## src/rtl/cfs_algn_pkg.sv

```systemverilog
// Shared definitions for the aligner interrupt controller: status bit indices,
// status width and a saturating-add helper for the optional error counter.
package cfs_algn_pkg;

  localparam int CFS_ALGN_IRQ_W = 5;

  typedef enum logic [2:0] {
    RX_EMPTY = 3'd0,
    RX_FULL  = 3'd1,
    TX_EMPTY = 3'd2,
    TX_FULL  = 3'd3,
    ERR      = 3'd4
  } cfs_algn_irq_idx_t;

  function automatic logic [7:0] sat_add8(input logic [7:0] a, input logic [1:0] b);
    logic [8:0] sum;
    sum = {1'b0, a} + {7'b0000000, b};
    if (sum[8]) begin
      return 8'hFF;
    end else begin
      return sum[7:0];
    end
  endfunction

endpackage

```

## src/rtl/cfs_algn_lvl_cnt.sv

```systemverilog
// FIFO occupancy tracker: level counter plus single-cycle full/empty/error
// events derived from the current level and the push/pop strobes.
module cfs_algn_lvl_cnt #(
  parameter int FIFO_DEPTH = 8,
  localparam int CNT_W = $clog2(FIFO_DEPTH + 1)
) (
  input  logic             clk,
  input  logic             reset,
  input  logic             push,
  input  logic             pop,
  output logic [CNT_W-1:0] lvl,
  output logic             evt_full,
  output logic             evt_empty,
  output logic             evt_err
);

  localparam logic [CNT_W-1:0] ZERO_C    = {CNT_W{1'b0}};
  localparam logic [CNT_W-1:0] ONE_C     = CNT_W'(1);
  localparam logic [CNT_W-1:0] DEPTH_C   = CNT_W'(FIFO_DEPTH);
  localparam logic [CNT_W-1:0] FULL_M1_C = CNT_W'(FIFO_DEPTH - 1);

  logic [CNT_W-1:0] lvl_q;
  logic [CNT_W-1:0] lvl_d;

  // Simultaneous push+pop is a pass-through and never raises an event.
  always_comb begin
    lvl_d     = lvl_q;
    evt_full  = 1'b0;
    evt_empty = 1'b0;
    evt_err   = 1'b0;
    case ({push, pop})
      2'b10: begin
        if (lvl_q == DEPTH_C) begin
          evt_err = 1'b1;
        end else begin
          lvl_d    = lvl_q + ONE_C;
          evt_full = (lvl_q == FULL_M1_C);
        end
      end
      2'b01: begin
        if (lvl_q == ZERO_C) begin
          evt_err = 1'b1;
        end else begin
          lvl_d     = lvl_q - ONE_C;
          evt_empty = (lvl_q == ONE_C);
        end
      end
      default: begin
        lvl_d = lvl_q;
      end
    endcase
  end

  always_ff @(posedge clk) begin
    if (reset) begin
      lvl_q <= ZERO_C;
    end else begin
      lvl_q <= lvl_d;
    end
  end

  assign lvl = lvl_q;

endmodule

```

## src/rtl/cfs_algn_irq_ctrl.sv

```systemverilog
// Aligner interrupt controller: sticky W1C status, masked level irq.
// Optional ERR event counter enabled by CFS_ALGN_IRQ_CTRL_ERR_CNT_EN.
module cfs_algn_irq_ctrl
  import cfs_algn_pkg::*;
#(
  parameter int FIFO_DEPTH = 8,
  localparam int CNT_W = $clog2(FIFO_DEPTH + 1)
) (
  input  logic                      clk,
  input  logic                      reset,
  input  logic                      rx_fifo_push,
  input  logic                      rx_fifo_pop,
  input  logic                      tx_fifo_push,
  input  logic                      tx_fifo_pop,
  input  logic [CFS_ALGN_IRQ_W-1:0] irqen,
  input  logic                      clr_valid,
  input  logic [CFS_ALGN_IRQ_W-1:0] clr_mask,
  output logic [CFS_ALGN_IRQ_W-1:0] status,
  output logic [CNT_W-1:0]          rx_lvl,
  output logic [CNT_W-1:0]          tx_lvl,
  output logic                      irq
`ifdef CFS_ALGN_IRQ_CTRL_ERR_CNT_EN
  ,
  output logic [7:0]                err_cnt
`endif
);

  logic rx_evt_full, rx_evt_empty, rx_evt_err;
  logic tx_evt_full, tx_evt_empty, tx_evt_err;

  logic [CFS_ALGN_IRQ_W-1:0] evt;
  logic [CFS_ALGN_IRQ_W-1:0] clr_eff;
  logic [CFS_ALGN_IRQ_W-1:0] status_q, status_d;
  logic                      irq_q, irq_d;

  cfs_algn_lvl_cnt #(.FIFO_DEPTH(FIFO_DEPTH)) u_rx_lvl (
    .clk       (clk),
    .reset     (reset),
    .push      (rx_fifo_push),
    .pop       (rx_fifo_pop),
    .lvl       (rx_lvl),
    .evt_full  (rx_evt_full),
    .evt_empty (rx_evt_empty),
    .evt_err   (rx_evt_err)
  );

  cfs_algn_lvl_cnt #(.FIFO_DEPTH(FIFO_DEPTH)) u_tx_lvl (
    .clk       (clk),
    .reset     (reset),
    .push      (tx_fifo_push),
    .pop       (tx_fifo_pop),
    .lvl       (tx_lvl),
    .evt_full  (tx_evt_full),
    .evt_empty (tx_evt_empty),
    .evt_err   (tx_evt_err)
  );

  // Set dominates clear; irq follows the post-update status so both appear together.
  always_comb begin
    evt           = {CFS_ALGN_IRQ_W{1'b0}};
    evt[RX_EMPTY] = rx_evt_empty;
    evt[RX_FULL]  = rx_evt_full;
    evt[TX_EMPTY] = tx_evt_empty;
    evt[TX_FULL]  = tx_evt_full;
    evt[ERR]      = rx_evt_err | tx_evt_err;
    clr_eff       = {CFS_ALGN_IRQ_W{clr_valid}} & clr_mask;
    status_d      = evt | (status_q & ~clr_eff);
    irq_d         = |(status_d & irqen);
  end

  always_ff @(posedge clk) begin
    if (reset) begin
      status_q <= {CFS_ALGN_IRQ_W{1'b0}};
      irq_q    <= 1'b0;
    end else begin
      status_q <= status_d;
      irq_q    <= irq_d;
    end
  end

  assign status = status_q;
  assign irq    = irq_q;

`ifdef CFS_ALGN_IRQ_CTRL_ERR_CNT_EN
  logic [7:0] err_cnt_q, err_cnt_d;
  logic [1:0] err_inc;

  // A clear restarts counting from this cycle's errors rather than dropping them.
  always_comb begin
    err_inc = {1'b0, rx_evt_err} + {1'b0, tx_evt_err};
    if (clr_eff[ERR]) begin
      err_cnt_d = {6'b000000, err_inc};
    end else begin
      err_cnt_d = sat_add8(err_cnt_q, err_inc);
    end
  end

  always_ff @(posedge clk) begin
    if (reset) begin
      err_cnt_q <= 8'h00;
    end else begin
      err_cnt_q <= err_cnt_d;
    end
  end

  assign err_cnt = err_cnt_q;
`endif

endmodule

```

## config.mk

```make
export PLATFORM = sky130hd
export DESIGN_NAME = cfs_algn_irq_ctrl
export DESIGN_NICKNAME = d
export VERILOG_FILES = /design/src/rtl/cfs_algn_pkg.sv /design/src/rtl/cfs_algn_lvl_cnt.sv /design/src/rtl/cfs_algn_irq_ctrl.sv
export SDC_FILE = /design/constraint.sdc
export NUM_CORES = 1
export LEC_CHECK = 0
export BUFFER_PORTS_ARGS = -buffer_cell sky130_fd_sc_hd__buf_2
export CAP_MARGIN = 20
export CORE_MARGIN = 2
export CORE_UTILIZATION = 40
export CTS_CLUSTER_DIAMETER = 30
export DETAILED_ROUTE_END_ITERATION = 8
export PLACE_DENSITY = 0.66
export REMOVE_ABC_BUFFERS = 1
export SLEW_MARGIN = 25
export SYNTH_ARGS = -nofsm -noshare
export SYNTH_HDL_FRONTEND = slang
export SYNTH_SLANG_ARGS = --single-unit
```

## constraint.sdc

```tcl
create_clock -name clk -period 1.8 [get_ports clk]
set_input_delay 0.09 -clock clk [delete_from_list [all_inputs] [get_ports clk]]
set_output_delay 0.09 -clock clk [all_outputs]
set_load 0.05 [all_outputs]
```

==> results of run 1 <==
per-stage QoR:
stage	power (W)	TNS (ns)	worst slack, ns	std cells	utilization (%)
after floorplan	0.0007015	-0.4389	-0.1656	99	-
after global placement	0.0007934	0	0.1593	159	50.79
after detailed placement	0.0008039	0	0.09213	159	50.79
after CTS	0.001039	0	0.06012	163	52.43
after global routing	0.001103	0	0.002599	163	52.60
final	0.001033	0	0.1174	163	52.60
power breakdown:
group	leakage (nW)	total (W)	internal [W]	switching, W
clock	0.0210	0.000232	0.000123	0.000109
combinational	0.400	0.000409	0.000150	0.000259
sequential	0.114	0.000391	0.000344	0.0000475
area by class of cell:
cell class / count / area [µm²]
Clock buffer: 4 / 36.28
Fill cell: 210 / 1049
Inverter: 10 / 37.54
Multi-Input combinational cell: 75 / 609.3
Sequential cell: 14 / 280.3
Tap cell: 28 / 35.03
Timing Repair Buffer: 32 / 165.2
logic make-up (layout without fill, tap and decap cells):
logic type	count (synthesis)	count (layout)	synth area share [%]
simple gates	33	33	21.07
compound gates	18	18	15.47
flops	14	14	29.87
buf+inv	13	46	5.600
fa+ha+maj	12	12	16.00
xor+xnor	8	8	7.467
mux	4	4	4.533
registers in the layout, summed over array words and instances, names as in the netlist:
signal / flops
status: 5
u_rx_lvl.lvl: 4
u_tx_lvl.lvl: 4
irq: 1
cells in the final DEF, fill, tap and decap left out, drive strengths merged, types with 2 or more instances in the layout:
cell type / count
a211oi: 4
a21boi: 2
a21oi: 3
a221oi: 2
and4b: 2
buf: 32
clkbuf: 4
dfxtp: 14
ha: 12
inv: 10
mux2: 2
mux2i: 2
nand2: 4
nand4b: 2
nor2: 14
nor2b: 3
o311ai: 2
or4b: 2
xnor2: 8
synth_stat cells, types with 2 or more instances:
library cell / number
a211oi_1: 4
nand2_1: 4
o311ai_0: 2
a221oi_2: 2
ha_1: 12
mux2_2: 2
dfxtp_1: 14
xnor2_1: 8
nor2b_1: 3
nor2_1: 14
a21oi_1: 3
a21boi_0: 2
or4b_1: 2
mux2i_1: 2
nand4b_1: 2
inv_1: 10
routing by layer:
metal / vias up / share of wire, % / global-route usage (%)
li1: 426 / - / -
met3: 5 / 6.4 / 2.571
met5: - / 0 / 0
met2: 21 / 45 / 28.54
met4: 0 / 2.1 / 6.410
met1: 376 / 46 / 18.99
final timing paths:
kind | from | to | depth (start not counted)
worst max-delay path | u_tx_lvl.lvl[0] | irq | 6
worst min-delay path | irqen[4] | irq | 2
worst max register to register | u_tx_lvl.lvl[0] | irq | 6
worst min register to register | status[3] | status[3] | 2
what timing repair did:
action,4_1_cts,5_1_grt
hold buffers,0,0
resized for setup,0,2
setup endpoints to repair,0,2
hold endpoints to repair,0,0
==> results summary, run 1 <==
Once detailed placement completed, the half-perimeter wirelength came to between 1500 and 2000 µm. Dividing the final minimum period by the clock period gives 93.48%. In the final routed layout, each cell accounts on average for between 10 and 15 µm. The arrival time of the worst setup path is approximately 1.9 ns. The clock input transition at the sequential cells of the worst setup and hold paths came out at approximately 0.09 ns. The mean number of vias per cell is 5.080. The number of warnings reported in the yosys synthesis log is 0. The number of buffers and inverters on the critical path is 1. The largest net degree at the start of global routing is 15. The fraction of registers with async set/reset came out at 0%. The number of setup buffers added after CTS is 0. The first global-routing pass estimated between 3000 and 4000 µm of wire.

TritonCTS built the clock tree. The synthesized design contains 0 enable-type register cells. The min-delay analysis places its worst path in the category in -> reg. The clock sink total came out at 14. The growth of design area from synthesis to finish is 24.00%. The number of global-route vias before repair came to 799. In this run the remaining antenna-violating nets after routing total 0. Timing would allow up to a little under 600 MHz.

The overflow left after global routing came out at 0. The count of maximum capacitance violations is 0. The worst setup path is captured at a register. Once the floorplan was initialized, standard cells occupied around 42% of the core. The maximum count of clock buffers along a single path is 2. The initial antenna violation count is 0. The worst clock skew is 0.001647 ns. The instance count of the mapped netlist came out at approximately 100. The flow ran to the end, and the final reports show no timing, DRC or antenna violations. At the worst endpoint, the required time is between 1.5 and 2 ns. The buffer type at the clock tree root is clkbuf_4. The number of pins exceeding their max-slew limit in the final report came out at 0. The time the worst path needs with I/O delays and setup came out at ~1.7 ns. The first routing iteration left 10 violations. Setup repair after global routing left no endpoint under its margin.

The worst setup path is of the reg -> reg kind. The biggest fanout along the worst timing path is 7. For the worst-skew pair, the clock arrives at the later sink with an insertion delay of approximately 0.28 ns. The sequential cell area fraction in the yosys report came out at 29.87%. The number of setup violations in the final report is 0. The final-stage net count is 165. The number of flip-flops and latches in the synthesized netlist is 14.

The routed design has about 2000 µm of wire. In this run the cell area of the synthesized design comes to approximately 940 µm². The initialized floorplan defines 17 standard-cell rows. The analysis attributes to cell leakage a power of around 0.54 nW. Summing all placed instances gives a cell area of 1124 µm².

The smallest hold slack came out at between 0.02 and 0.03 ns. Buffers placed on the I/O ports in this run total 30. After routing the design area is approximately 1200 µm².

The unique cell type count in the Yosys netlist came out at 32. The proportion of layout cells with a drive suffix above 1 came out at approximately a third. In the post-synthesis netlist, the biggest area contributors are dfxtp_1 (30%), ha_1 (16%), xnor2_1 (7.5%).

The total routing usage reported by global routing came out at about 16%. The internal reg-to-reg setup slack came out at 0.12 ns. The die height is 52.44 µm.

The cell type contributing the most total cell area after synthesis is dfxtp_1. The detailed-route via count is approximately 830. The area inside the core boundary came out at roughly 2200 µm². Headroom to the max-slew limit came out at around four fifths. For this run, the leading register cell type out of synthesis is dfxtp_1. The number of diodes added for antenna fixing is 0. For this run, design rule violations remaining after detail routing come to 0. The total power divided by cell area came out at between 800 and 900 nW/µm². The worst vdd rail ir drop came out at 0.4609 mV. The number of buffers created by CTS came out at 3. The slowest cell on the critical path is dfxtp_1. The cell family contributing the most delay on the critical path is compound AO/OA/AOI/OAI gates. The signal on the critical path passes through inv_1 -> ha_1 -> and2b_2 -> nand3_1 -> o311ai_1 -> a221o_1. The share of the synthesized area in the top cell type is between 20% and 30%. For this run, the slowest stage of the critical path takes around 0.46 ns. The transition time of the tightest slew-check pin is ~0.32 ns. The final weighted congestion in routability-driven placement is 0.7501.

The total I/O pin count is 31. A synthesized cell averages between 9 and 10 µm². The first-pass iteration count of the detailed router is 3.

The number of hold violations in the final report was 0. The total die area came out at 2749 µm². From left edge to right edge, the die measures approximately 52 µm. The CTS H-tree depth came out at 1. The worst setup path is launched from a register.
Power figures use the tool's default switching activity.
==> run 2: changes to the inputs <==
Settings changed: CORE_UTILIZATION 40 to 49, CTS_CLUSTER_SIZE set to 30, PLACE_DENSITY 0.66 to 0.78.
==> run 2 against run 1 <==
Design area fell by 0.65%. Count of clock-buffer cells in the layout did not move. Critical path type unchanged. Clock skew rose by 0.0044 ns. Largest power group unchanged.
==> results summary, run 2 (same netlist as run 1, synthesis figures left out) <==
The worst vdd rail ir drop came out at 0.8229 mV (+79%). The horizontal die dimension came out at 47.76 µm (-8.9%). The maximum count of clock buffers along a single path is 2 (unchanged). The library cells used most frequently in the layout, excluding fill and tap cells, are buf_2 (30), nor2_1 (14), dfxtp_1 (14), ha_1 (12), inv_1 (10).

The start point of the critical path is u_tx_lvl.lvl[0]. Setup repair after global routing left no endpoint under its margin. STA classifies the critical path startpoint as a register. On the critical path, the stage with the largest delay is an instance of dfxtp_1.

The number of setup violations in the final report came out at 0 (unchanged). The time the worst path needs with I/O delays and setup came out at 1.686 ns (+0.003847 ns). The routed length per instance came to 12.14 µm (+0.73%).

The number of hold buffers added after cts is 0 (unchanged). The overflow left after global routing came out at 0 (unchanged). The biggest fanout along the worst timing path came out at 7 (unchanged). In this run the top signal layer used is met4. The tree is rooted in a clkbuf_4.

The final weighted congestion in routability-driven placement is 0.8017 (+6.9%). In this run the most critical hold path is launched from irqen[4]. The number of pins exceeding their max-slew limit in the final report is 0 (unchanged). The clock insertion delay at the later pin of the skew report is 0.28 ns (about the same).

The post-route standard cell area excluding fillers came out at 1156 µm² (-0.65%). The number of buffers created by CTS is 3 (unchanged). The instance area after placement came out at 1120 µm² (-0.33%). The flow ran to the end, and the final reports show no timing, DRC or antenna violations. The number of hold violations in the final report is 0 (unchanged).

The number of cells on the critical path is 6 (unchanged). The placement row count is 15 (-2). The remaining antenna violation count is 0 (unchanged). The number of input and output port buffers inserted is 30 (unchanged). The final-stage net count came out at 165 (unchanged). The worst register-to-register path begins at u_tx_lvl.lvl[0]. The total power divided by cell area is 888.3 nW/µm² (about the same). The area inside the core boundary came out at 1764 µm² (-20%). The worst relative slew slack came to 77.02% (-1.2 points).

The share of the core filled with cells is 65.53% (+13 points). The number of setup buffers added after CTS came to 0 (unchanged). The total DRC errors in the routed layout is 0 (unchanged). The final cycle utilization of the critical path came to 93.69% (+0.21 points). The total die area is 2281 µm² (-17%).

The arrival time of the worst setup path came to 1.85 ns (about the same). The number of global-route vias before repair is 765 (-4.3%). The first-pass iteration count of the detailed router came to 4 (+1). The DRC marker count from the first detailed-route iteration is 12 (+2).

The total I/O pin count is 31 (unchanged). The critical path is of the reg -> reg type. The number of flip-flops in the largest register is 5 (unchanged).

The delay of the slowest cell on the worst path is 0.47 ns (about the same). The die height came out at 47.76 µm (-8.9%). The wire length of the first global-routing pass is 3146 µm (-4.6%).

The TritonCTS clock tree is done. The instance count along the most critical hold path came out at 2 (unchanged). The initial antenna violation count came to 0 (unchanged). The mean number of vias per cell is 5.150 (+1.4%). The transition time of the tightest slew-check pin is 0.3441 ns (+0.02085 ns). The accumulated negative setup slack is 0 ns (unchanged). The number of diodes added for antenna fixing was 0 (unchanged).

The routed length on met2 is 901 µm (+2.0%). The sum of routed wire segments on met1 was 917 µm (+0.44%). The count of maximum capacitance violations was 0 (unchanged). The detailed-route via count came out at 824 (-0.48%). The most common library cell in the layout ignoring fill and taps is buf_2. The largest delay contributor family on the critical path is compound AO/OA/AOI/OAI gates.

The largest net degree at the start of global routing is 13 (-2). The capturing element type of the critical path is a register. The clock sink total came out at 14 (unchanged). The leakage dissipation is 0.5355 nW (about the same).

The required time at the endpoint of the critical path is 1.97 ns (about the same). The final wirelength is 1943 µm (-1.1%). In this run the worst hold path is classified as in -> reg. The worst path buffer plus inverter count is 1 (unchanged). The total routing usage reported by global routing is 19.29% (+3.2 points).

The worst clock skew came out at 0.006007 ns (+0.004360 ns). The CTS H-tree depth is 1 (unchanged). The logic depth of the worst register-to-register path is 6 (unchanged). The signal on the critical path passes through inv_1 -> ha_1 -> and2b_2 -> nand3_1 -> o311ai_1 -> a221o_1.

The proportion of layout cells with a drive suffix above 1 is 31.85% (-0.74 points). The maximum clock frequency is 593.0 MHz (-0.23%). The effective utilization at floorplan was 53.19% (+11 points). The amount of wire on met3 after detailed routing is 117 µm (-7.1%). The final HPWL from detailed placement is 1546 µm (+1.4%). The clock input transition at the sequential cells of the worst setup and hold paths is 0.09 ns (about the same).

The growth of design area from synthesis to finish is 23.20%.
run 2: repair_timing:
| item | CTS | global route |
|---|---|---|
| gates resized for setup | 0 | 1 |
| endpoints found under the setup margin | 0 | 1 |
| endpoints found under the hold margin | 0 | 0 |
run 2: layout make-up:
type                       count  area, µm²
fill                         168      608.1
multi-input combinational     75      605.6
sequential                    14      280.3
timing repair buffer          32      165.2
inverter                      10      37.54
clock buffer                   4      36.28
tap                           25      31.28
run 2: metrics by stage:
step / power (W) / instances / setup slack, ns / hold slack [ns]
global route: 0.001094 / 160 / 0.004183 / 0.03380
global placement: 0.0007921 / 156 / 0.1646 / 0.3250
detailed placement: 0.0008059 / 156 / 0.09376 / 0.3231
floorplan: 0.0007015 / 99 / -0.1656 / 0.1624
finish: 0.001027 / 160 / 0.1136 / 0.04123
CTS: 0.001032 / 160 / 0.05923 / 0.04281
run 2: routing by layer:
layer | GRT usage, % | up-vias
met5 | 0 | -
met4 | 3.243 | 0
met3 | 5.660 | 2
met2 | 34.13 | 25
met1 | 23.39 | 374
li1 | - | 423
run 2: worst paths after layout:
kind,slack (ns),end
worst max-delay path,0.11,irq
worst min-delay path,0.04,irq
worst max register to register,0.11,irq
worst min register to register,0.50,status[3]
run 2: report_power, final:
part | total [W] | internal (W) | switching (W)
registers | 0.000392 | 0.000344 | 0.0000482
clock network | 0.000226 | 0.000123 | 0.000103
logic | 0.000409 | 0.000150 | 0.000259
